--- src/rtl/uart_pkg.sv ---
// Shared definitions for the epRISC UART register bus and the TX arbiter FSM.
package uart_pkg;

  localparam logic [1:0] ADDR_CTRL   = 2'd0;
  localparam logic [1:0] ADDR_TXDATA = 2'd1;
  localparam logic [1:0] ADDR_RXDATA = 2'd2;

  localparam int unsigned RECV_ACT = 4;
  localparam int unsigned RECV_EN  = 5;
  localparam int unsigned SEND_ACT = 6;
  localparam int unsigned SEND_EN  = 7;
  localparam int unsigned INT_EN   = 8;

  typedef enum logic [2:0] {
    ST_ARB,
    ST_WR_DATA,
    ST_WR_CTRL,
    ST_WAIT_START,
    ST_WAIT_DONE,
    ST_DONE
  } tx_state_e;

endpackage

--- src/rtl/rr_arbiter.sv ---
// Combinational round-robin search: first set request at or after the pointer.
module rr_arbiter #(
  parameter int NREQ = 4,
  parameter int IW   = (NREQ > 1) ? $clog2(NREQ) : 1
) (
  input  logic [NREQ-1:0] req_i,
  input  logic [IW-1:0]   ptr_i,
  output logic [NREQ-1:0] grant_o,
  output logic [IW-1:0]   idx_o
);

  always_comb begin
    logic found;
    int unsigned j;
    grant_o = '0;
    idx_o   = '0;
    found   = 1'b0;
    j       = 0;
    for (int unsigned i = 0; i < NREQ; i++) begin
      j = (32'(ptr_i) + i) % NREQ;
      if (!found && req_i[j]) begin
        found      = 1'b1;
        grant_o[j] = 1'b1;
        idx_o      = IW'(j);
      end
    end
  end

endmodule

--- src/rtl/uart_tx_arbiter.sv ---
// Shares one epRISC UART among NREQ byte requesters: round-robin grant, write
// TX data, arm send-enable, then poll control until the frame ends or times out.
module uart_tx_arbiter
  import uart_pkg::*;
#(
  parameter int          NREQ       = 4,
  parameter logic [15:0] CTRL_CFG   = 16'h0020,
  parameter int          POLL_LIMIT = 65535
) (
  input  logic              iClk,
  input  logic              iRst,
  input  logic [NREQ-1:0]   iReqValid,
  input  logic [8*NREQ-1:0] iReqData,
  output logic [NREQ-1:0]   oReqAck,
  output logic              oReqErr,
  output logic              oBusy,
  output logic [1:0]        oAddr,
  output logic [15:0]       oData,
  output logic              oWrite,
  output logic              oEnable,
  input  logic [15:0]       iData
);

  localparam int IW = (NREQ > 1) ? $clog2(NREQ) : 1;
  localparam int CW = $clog2(POLL_LIMIT + 1);
  localparam logic [CW-1:0] LIMIT = CW'(POLL_LIMIT);
  // Status bits must never be written back; send-enable is always armed.
  localparam logic [15:0] CTRL_MASK = ~((16'd1 << SEND_EN) | (16'd1 << SEND_ACT) |
                                        (16'd1 << RECV_ACT));
  localparam logic [15:0] CTRL_WORD = (CTRL_CFG & CTRL_MASK) | (16'd1 << SEND_EN);

  tx_state_e       state_q;
  logic [IW-1:0]   ptr_q;
  logic [NREQ-1:0] gnt_q;
  logic [CW-1:0]   cnt_q;
  logic [NREQ-1:0] ack_q;
  logic            err_q;
  logic            busy_q;
  logic [1:0]      addr_q;
  logic [15:0]     data_q;
  logic            wr_q;
  logic            en_q;

  logic [NREQ-1:0] grant;
  logic [IW-1:0]   gidx;
  logic            timeout;
  logic            start_ok;
  logic            done_ok;
  logic            unused_idata;

  rr_arbiter #(
    .NREQ (NREQ),
    .IW   (IW)
  ) u_arb (
    .req_i   (iReqValid),
    .ptr_i   (ptr_q),
    .grant_o (grant),
    .idx_o   (gidx)
  );

  assign timeout      = (cnt_q == LIMIT);
  assign start_ok     = iData[SEND_ACT] | ~iData[SEND_EN];
  assign done_ok      = ~iData[SEND_ACT] & ~iData[SEND_EN];
  assign unused_idata = ^{iData[15:8], iData[5:0]};

  always_ff @(posedge iClk or negedge iRst) begin
    if (!iRst) begin
      state_q <= ST_ARB;
      ptr_q   <= '0;
      gnt_q   <= '0;
      cnt_q   <= '0;
      ack_q   <= '0;
      err_q   <= 1'b0;
      busy_q  <= 1'b0;
      addr_q  <= '0;
      data_q  <= '0;
      wr_q    <= 1'b0;
      en_q    <= 1'b0;
    end else begin
      ack_q <= '0;
      err_q <= 1'b0;
      case (state_q)
        ST_ARB: begin
          if (|grant) begin
            gnt_q   <= grant;
            ptr_q   <= (gidx == IW'(NREQ - 1)) ? '0 : gidx + 1'b1;
            busy_q  <= 1'b1;
            addr_q  <= ADDR_TXDATA;
            data_q  <= {8'h00, iReqData[gidx*8 +: 8]};
            wr_q    <= 1'b1;
            en_q    <= 1'b1;
            state_q <= ST_WR_DATA;
          end
        end
        ST_WR_DATA: begin
          addr_q  <= ADDR_CTRL;
          data_q  <= CTRL_WORD;
          state_q <= ST_WR_CTRL;
        end
        ST_WR_CTRL: begin
          cnt_q   <= '0;
          data_q  <= '0;
          wr_q    <= 1'b0;
          state_q <= ST_WAIT_START;
        end
        ST_WAIT_START: begin
          if (timeout) begin
            ack_q   <= gnt_q;
            err_q   <= 1'b1;
            en_q    <= 1'b0;
            state_q <= ST_DONE;
          end else begin
            cnt_q <= cnt_q + CW'(1);
            if (start_ok) state_q <= ST_WAIT_DONE;
          end
        end
        ST_WAIT_DONE: begin
          if (timeout || done_ok) begin
            ack_q   <= gnt_q;
            err_q   <= timeout;
            en_q    <= 1'b0;
            state_q <= ST_DONE;
          end else begin
            cnt_q <= cnt_q + CW'(1);
          end
        end
        ST_DONE: begin
          busy_q  <= 1'b0;
          state_q <= ST_ARB;
        end
        default: state_q <= ST_ARB;
      endcase
    end
  end

  assign oReqAck = ack_q;
  assign oReqErr = err_q;
  assign oBusy   = busy_q;
  assign oAddr   = addr_q;
  assign oData   = data_q;
  assign oWrite  = wr_q;
  assign oEnable = en_q;

endmodule

--- config.mk ---
export PLATFORM = sky130hd
export DESIGN_NAME = uart_tx_arbiter
export DESIGN_NICKNAME = d
export VERILOG_FILES = /design/src/rtl/uart_pkg.sv /design/src/rtl/rr_arbiter.sv /design/src/rtl/uart_tx_arbiter.sv
export SDC_FILE = /design/constraint.sdc
export NUM_CORES = 1
export LEC_CHECK = 0
export CAP_MARGIN = 25
export CORE_ASPECT_RATIO = 1.4
export CORE_MARGIN = 4
export CORE_UTILIZATION = 47
export DETAILED_ROUTE_END_ITERATION = 10
export PLACE_DENSITY = 0.8
export SYNTH_ARGS = -nofsm -noshare
export SYNTH_HDL_FRONTEND = slang
export SYNTH_SLANG_ARGS = --single-unit
--- constraint.sdc ---
create_clock -name iClk -period 4.3 [get_ports iClk]
set_clock_uncertainty 0.2 [all_clocks]
set_input_delay 0.86 -clock iClk [delete_from_list [all_inputs] [get_ports iClk]]
set_output_delay 0.86 -clock iClk [all_outputs]
set_load 0.02 [all_outputs]
==> results of run 1 <==
==> metal layers <==
| metal | vias to the layer above | wire [µm] | GRT usage |
|---|---|---|---|
| li1 | 1101 | - | - |
| met1 | 1069 | 2260 | 0.189 |
| met2 | 69 | 2910 | 0.277 |
| met3 | 9 | 385 | 0.0536 |
| met4 | 0 | 87 | 0.0622 |
| met5 | - | 0 | 0 |
==> logic make-up (layout without fill, tap and decap cells) <==
kind of cell,Yosys count,after routing,share of synthesized area
buffers and inverters,30,76,0.0619
and+or+nand+nor,97,97,0.191
muxes,35,35,0.146
AOI/OAI and AO/OA,53,53,0.133
xor gates and xnor gates,13,13,0.0420
DFF,42,42,0.388
other,1,9,0.00138
adders and majority gates,8,8,0.0370
==> layout by cell type, fill, tap and decap left out, drive strengths merged, types with 3 or more instances in the layout <==
cell type | synthesis | final
and2 | 5 | 5
a22o | 8 | 8
xor2 | 10 | 10
ha | 8 | 8
xnor2 | 3 | 3
and4 | 4 | 4
inv | 4 | 4
dfrtp | 42 | 42
nand4 | 13 | 13
o21ai | 17 | 17
a221o | 4 | 4
clkbuf | 8 | 6
mux2 | 8 | 8
mux2i | 25 | 25
conb | 1 | 9
nor2b | 4 | 4
buf | 17 | 8
nor3 | 9 | 9
nor2 | 22 | 22
a21oi | 6 | 6
nand2 | 22 | 22
a31oi | 6 | 6
nand3 | 7 | 7
clkdlybuf4s50 | 0 | 55
==> cells in the mapped netlist (3+ instances only) <==
cell type	instances	area, µm²
and4_1	4	35.0
mux2_2	5	56.3
nor2_1	22	82.6
o21ai_0	16	80.1
a21oi_1	6	30.0
mux2i_1	25	250
inv_1	4	15.0
xnor2_1	3	26.3
nand3_1	7	35.0
xor2_1	10	87.6
nor2b_1	3	18.8
nor3_1	9	45.0
a22o_1	8	70.1
ha_1	8	100
and2_1	5	31.3
nand2_1	22	82.6
buf_2	5	25.0
dfrtp_1	42	1050
clkbuf_1	8	30.0
a31oi_1	6	37.5
nand4_1	13	81.3
a221o_1	4	40.0
mux2_4	3	45.0
buf_4	9	67.6
==> flip-flops by register name, summed over array words and instances (netlist names) <==
name and flops:
cnt_q 16, oData 8, gnt_q 4, oReqAck 4
state_q 3, ptr_q 2, oAddr 1, oBusy 1
oEnable 1, oReqErr 1, oWrite 1
==> worst max-delay path: stages, from the launching register on <==
cell and delay [ps]:
dfrtp_1 590, inv_1 220, ha_1 470, or3b_2 480, o21ai_1 410, a221o_1 310, nor4_4 70, nor2b_2 470
mux2_4 340
==> report_power, final <==
part | internal (W) | switching [W] | leakage [nW]
combinational | 0.000608 | 0.000675 | 0.906
sequential | 0.000492 | 0.000115 | 0.549
clock | 0.000248 | 0.000134 | 0.0714
total | 0.00135 | 0.000924 | 1.53
==> worst paths after layout <==
kind	slack, ps	endpoint	from
setup / recovery	620	ptr_q[0]	ptr_q[1]
hold / removal	280	oWrite	oWrite
setup reg to reg	620	ptr_q[0]	ptr_q[1]
hold reg to reg	280	oWrite	oWrite
max in group asynchronous	3370	cnt_q[11]	iRst
min in group asynchronous	330	oReqAck[0]	iRst
==> layout make-up <==
type | instances | area (µm²) | area share
repair buffers | 63 | 621 | 0.180
well taps | 68 | 85.1 | 0.0247
multi-input cells | 215 | 1520 | 0.443
inverters | 5 | 18.8 | 0.00545
clock buffers | 6 | 82.6 | 0.0240
flip-flops and latches | 42 | 1050 | 0.305
clock inverters | 2 | 60.1 | 0.0174
==> through the flow <==
stage,util,setup WS (ps),cells
2_1_floorplan,-,714,287
3_3_place_gp,0.589,540,392
3_5_place_dp,0.589,486,392
4_1_cts,0.615,647,400
5_1_grt,0.618,427,401
6_report,0.618,619,401
==> impl_metrics.csv, run 1 <==
group,metric,value,unit
outcome,outcome,"complete, no violations",
critical_path,worstSetupEndpointType,"register",
clock_network,cts_buffer_depth,2,
floorplan,num_rows,32,
sta,fin_crit_sh,0.856,
synthesis,synth_edf_count,0,
global_routing,grt_max_degree,43,
floorplan,core_area,5570,µm²
sta,timing.hold.ws,277,ps
min_path,hold_path.class,"reg2reg",
critical_path,cp-start-kind,"register",
routing,drc_errors,0,
sta,relSlewSlack,0.620,
clock_network,postCtsSetupRepairBufs,0,
synthesis,async_flop_share,1.00,
clock_network,clock_latency,290,ps
synthesis,synthDistinctLibCells,47,
clock_network,clockRootBuffer,"clkbuf_8",
floorplan,io_pins,80,
floorplan,die_h,97.8,µm
global_routing,track_usage,0.164,
synthesis,ys_dominant_reg_cell,"dfrtp_1",
sta,setup_viol,0,
global_routing,antenna_found_initial,0,
place,gp_congestion,0.891,
critical_path,required,4280,ps
critical_path,critPathMaxFanout,12,
sta,finalSetupTns,0,ps
place,dp_hpwl,4.19,mm
clock_network,htree_levels,2,
synthesis,synth_warnings,0,
routing,drt_wl_total,5.64,mm
clock_network,clock-sinks,42,
clock_network,hold_buffers,0,
routing,antenna_left,0,
power,p_leak,1.53,nW
finish,fin_nets,394,
synthesis,syn_inst,279,
sta,rsz0062_at_grt,"false",
global_routing,grt_overflow,0,
clock_network,cts_tree,"yes",
power,design_power_total,0.00227,W
finish,fillers,480,
clock_network,numCtsBuffers,5,
finish,antenna_cells,0,
floorplan,die_area,7060,µm²
synthesis,ys_ff_latch,42,
power,pwr_density_cell,660,nW/µm²
finish,synthToLayoutAreaGrowth,27.1,%
routing,wire_per_inst,14.1,µm
sta,tightestPinTransition,554,ps
synthesis,syn_area,2710,µm²
finish,final_cell_area,3440,µm²
synthesis,post_synth.cell_area_avg,9.71,µm²
sta,drv_slew,0,
clock_network,cts_resized,0,
place,port_buffers,56,
floorplan,die_w,72.2,µm
global_routing,grt_pass1_vias,2074,
floorplan,start_util,0.487,
min_path,whs_path_depth,2,
synthesis,ys_seq_area_frac,0.388,
finish,drive_gt1_frac,0.0961,
routing,vias_per_cell,5.61,
routing,dr.pass1.iters,5,
critical_path,critPathArrivalTime,3660,ps
clock_network,clk_pin_slew,80,ps
routing,vias,2248,
critical_path,criticalPathCategory,"reg2reg",
critical_path,reg2reg_depth,8,
sta,period_needed,3680,ps
run,maxCapViolations,0,
routing,drt-initial-drc-count,90,
global_routing,grt_pass1_wl,9.35,mm
place,post_dp_cell_area,3280,µm²
sta,hold_viol_final,0,
power,ir_drop,0.000462,V
sta,fmax,272,MHz
(Power assumes the default switching activity.)
==> inputs of run 2 (changes only) <==
PLACE_DENSITY = 0.87   (was 0.8)
==> impl_metrics.csv, run 2 (synthesis results as in run 1) <==
group,metric,value,unit
routing,antenna_left,0,
global_routing,grt_max_degree,43,
floorplan,die_area,7060,µm²
finish,layout_common_cells,"clkdlybuf4s50_1, dfrtp_1, mux2i_1",
place,dp_hpwl,4.23,mm
finish,fillers,450,
outcome,outcome,"complete, no violations",
routing,drc_errors,0,
finish,final_common_cell,"clkdlybuf4s50_1",
clock_network,clock-sinks,42,
global_routing,grt_pass1_wl,9.82,mm
floorplan,start_util,0.487,
sta,finalSetupTns,0,ps
min_path,hold_path.class,"reg2reg",
clock_network,cts_buffer_depth,2,
clock_network,clockRootBuffer,"clkbuf_8",
sta,rsz0062_at_grt,"false",
clock_network,postCtsSetupRepairBufs,0,
critical_path,cp-start-kind,"register",
sta,fmax,283,MHz
floorplan,die_h,97.8,µm
floorplan,io_pins,80,
power,p_leak,1.49,nW
routing,vias,2251,
clock_network,clock_latency,300,ps
global_routing,grt_pass1_vias,2156,
global_routing,grt_overflow,0,
clock_network,htree_levels,2,
critical_path,required,4290,ps
critical_path,slowest_stage,"dfrtp_1",
critical_path,cpLargestDelayFamily,"compound AO/OA/AOI/OAI gates",
clock_network,numCtsBuffers,5,
critical_path,worstSetupEndpointType,"register",
power,ir_drop,0.000469,V
critical_path,critPathMaxFanout,12,
clock_network,cts_resized,0,
clock_network,cts_tree,"yes",
finish,antenna_cells,0,
sta,tightestPinTransition,902,ps
finish,drive_gt1_frac,0.0961,
critical_path,critPathArrivalTime,3520,ps
place,port_buffers,56,
floorplan,core_area,5570,µm²
sta,fin_crit_sh,0.822,
finish,synthToLayoutAreaGrowth,24.7,%
finish,largest_reg_flops,16,
sta,period_needed,3540,ps
routing,dr.pass1.iters,4,
critical_path,critPathBufInv,2,
sta,drv_slew,0,
power,pwr_density_cell,638,nW/µm²
routing,wire_per_inst,14.3,µm
clock_network,clk_pin_slew,80,ps
sta,setup_viol,0,
global_routing,antenna_found_initial,0,
finish,instances_no_fill,401,
clock_network,hold_buffers,0,
critical_path,cp_slowest_stage_delay,590,ps
floorplan,num_rows,32,
routing,drt_wl_total,5.73,mm
sta,hold_viol_final,0,
critical_path,cp_cell_sequence,"inv_1, ha_1, or3b_2, o21ai_1, a221o_1, nor4_4, buf_4, a21bo_2, a22o_1",
run,maxCapViolations,0,
sta,relSlewSlack,0.398,
finish,fin_nets,394,
finish,largest_register,"cnt_q",
global_routing,track_usage,0.171,
floorplan,die_w,72.2,µm
routing,drt-initial-drc-count,91,
critical_path,criticalPathCategory,"reg2reg",
routing,vias_per_cell,5.61,
place,gp_congestion,0.869,
place,numPlacedInstances,393,
-- run 2: changes by cell type in the layout (fill, tap and decap cells not counted), sizes merged --
cell      before  now
bufinv         2    0
clkinv         1    3
clkbuf         6    5
clkinvlp       0    1
-- run 2: area by class of cell --
class	count	area (µm²)	area share
Clock inverter	3	21.3	0.00630
Timing Repair Buffer	63	608	0.180
Inverter	5	18.8	0.00556
Tap cell	68	85.1	0.0252
Multi-Input combinational cell	215	1520	0.451
Sequential cell	42	1050	0.311
Clock buffer	5	68.8	0.0204
-- run 2: metal layers --
metal | GRT usage | wire length (µm) | part of all wire
met3 | 0.0546 | 476 | 0.083
met4 | 0.0579 | 73 | 0.013
met1 | 0.204 | 2250 | 0.39
met2 | 0.286 | 2930 | 0.51
met5 | 0 | 0 | 0
-- run 2: stage by stage --
stage	hold slack, ps	worst slack [ps]	power, W	area [µm²]	utilization
final	281	764	0.00215	3380	0.607
after CTS	286	764	0.00216	3380	0.607
after global placement	263	673	0.00185	3290	0.591
after floorplan	254	714	0.00157	2740	-
after global routing	321	599	0.00233	3380	0.607
after detailed placement	266	568	0.00190	3290	0.591
-- run 2: path summary, 6_finish.rpt --
check | from | end | slack, ps | cells past startpoint
worst max register to register | ptr_q[1] | oData[3] | 760 | 9
worst max-delay path | ptr_q[1] | oData[3] | 760 | 9
worst min register to register | oWrite | oWrite | 280 | 2
worst min-delay path | oWrite | oWrite | 280 | 2
min in group asynchronous | iRst | oAddr[0] | 490 | 1
max in group asynchronous | iRst | oData[3] | 2860 | 1
-- run 2: power by group --
part	switching (W)	internal, W	leakage, nW
clock network	0.000140	0.000114	0.0441
logic	0.000680	0.000615	0.902
registers	0.000113	0.000492	0.549
total	0.000933	0.00122	1.49
-- run 2: worst reg2reg max path, cell delays in order (launching register included) --
cell	delay, ps
dfrtp_1	590
inv_1	220
ha_1	490
or3b_2	470
o21ai_1	410
a221o_1	310
nor4_4	70
buf_4	160
a21bo_2	270
a22o_1	240
==> inputs of run 3 (changes only) <==
CORE_UTILIZATION = 43   (was 47)
PLACE_DENSITY = 0.84   (was 0.87)
clock period = 3.25 ns   (was 4.3 ns; I/O delays follow)
==> impl_metrics.csv, run 3 (synthesis results as in run 1) <==
group,metric,value,unit
floorplan,die_w,75.1,µm
clock_network,clockRootBuffer,"clkbuf_8",
finish,fin_util,0.587,
critical_path,cp-start-kind,"input pin",
clock_network,numCtsBuffers,5,
power,design_power_total,0.00299,W
clock_network,cts_tree,"yes",
routing,wire_per_inst,14.2,µm
routing,vias_per_cell,5.54,
sta,timing.hold.ws,283,ps
finish,layout_common_cells,"clkdlybuf4s50_1, dfrtp_1, mux2i_1",
global_routing,antenna_found_initial,0,
critical_path,reg2reg_depth,9,
routing,vias,2311,
finish,synthToLayoutAreaGrowth,29.7,%
critical_path,critPathMaxFanout,8,
clock_network,clk_pin_slew,80,ps
clock_network,htree_levels,2,
clock_network,clock-sinks,42,
global_routing,track_usage,0.156,
sta,relSlewSlack,0.394,
critical_path,criticalPathCategory,"in2reg",
global_routing,grt_max_degree,43,
global_routing,grt_overflow,0,
finish,fillers,516,
floorplan,start_util,0.452,
place,dp_slack,-196,ps
routing,drt-initial-drc-count,113,
sta,rsz0062_at_grt,"false",
critical_path,worstSetupEndpointType,"register",
clock_network,postCtsSetupRepairBufs,0,
floorplan,io_pins,80,
floorplan,die_area,7650,µm²
sta,fmax,317,MHz
finish,drive_gt1_frac,0.138,
global_routing,grt_pass1_vias,2204,
finish,fin_nets,408,
power,p_leak,1.57,nW
run,maxCapViolations,0,
min_path,whs_path_depth,2,
sta,period_needed,3160,ps
routing,antenna_left,0,
routing,drc_errors,0,
sta,setup_viol,0,
floorplan,die_h,102,µm
sta,setup_ws,91.6,ps
power,pwr_density_cell,852,nW/µm²
sta,fin_crit_sh,0.972,
floorplan,num_rows,33,
routing,drt_wl_total,5.90,mm
place,port_buffers,56,
clock_network,clock_latency,290,ps
finish,largest_reg_flops,16,
routing,dr.pass1.iters,4,
clock_network,cts_buffer_depth,2,
finish,final_common_cell,"clkdlybuf4s50_1",
finish,antenna_cells,0,
sta,drv_slew,0,
critical_path,required,3240,ps
global_routing,grt_pass1_wl,9.54,mm
power,ir_drop,0.000665,V
sta,tightestPinTransition,909,ps
place,dp_hpwl,4.45,mm
finish,largest_register,"cnt_q",
floorplan,core_area,5990,µm²
critical_path,critPathArrivalTime,3140,ps
outcome,outcome,"complete, no violations",
min_path,hold_path.class,"reg2reg",
place,gp_congestion,0.922,
sta,hold_viol_final,0,
## run 3: cell count changes in the layout (fill, tap and decap cells not counted), sizes merged
cell,delta
buf,+14
## run 3: cell type report
| type | count | area (µm²) | area share |
|---|---|---|---|
| Clock buffer | 5 | 68.8 | 0.0196 |
| Clock inverter | 3 | 21.3 | 0.00605 |
| Inverter | 5 | 23.8 | 0.00677 |
| Multi-Input combinational cell | 215 | 1540 | 0.437 |
| Sequential cell | 42 | 1050 | 0.299 |
| Tap cell | 70 | 87.6 | 0.0249 |
| Timing Repair Buffer | 77 | 726 | 0.207 |
## run 3: where the power goes
group	leakage, nW	internal, W	switching, W
sequential	0.549	0.000651	0.000135
clock	0.0441	0.000151	0.000183
combinational	0.979	0.000919	0.000955
## run 3: per-layer routing
metal | track usage | up-vias | part of all wire
met5 | 0 | - | 0
met4 | 0.0507 | 0 | 0.015
met3 | 0.0423 | 11 | 0.067
met2 | 0.270 | 81 | 0.52
met1 | 0.184 | 1091 | 0.40
li1 | - | 1128 | -
## run 3: path summary, 6_finish.rpt
| kind | to | start | slack [ps] |
|---|---|---|---|
| hold reg to reg | oWrite | oWrite | 280 |
| max in group asynchronous | ptr_q[1] | iRst | 2000 |
| setup / recovery | oData[2] | iReqValid[2] | 90 |
| hold / removal | oWrite | oWrite | 280 |
| min in group asynchronous | oEnable | iRst | 290 |
| setup reg to reg | oData[2] | ptr_q[0] | 90 |
## run 3: per-stage QoR
| step | instances | TNS, ps | instance area, µm² |
|---|---|---|---|
| after detailed placement | 409 | -2550 | 3410 |
| after floorplan | 287 | 0 | 2760 |
| after global routing | 417 | 0 | 3510 |
| final | 417 | 0 | 3510 |
| after global placement | 409 | -1660 | 3410 |
| after CTS | 417 | 0 | 3500 |
## run 3: repair_timing
action / 4_1_cts / 5_1_grt
resized for setup: 0 / 2
hold buffers: 0 / 0
setup endpoints to repair: 0 / 10
## run 3: worst max-delay path, stage by stage
cell and delay (ps):
clkdlybuf4s50_1 470, buf_4 180, or3b_2 430, o21ai_1 380, a221o_1 290, nor4_4 70, buf_4 160, a21bo_2 260
a22o_1 240
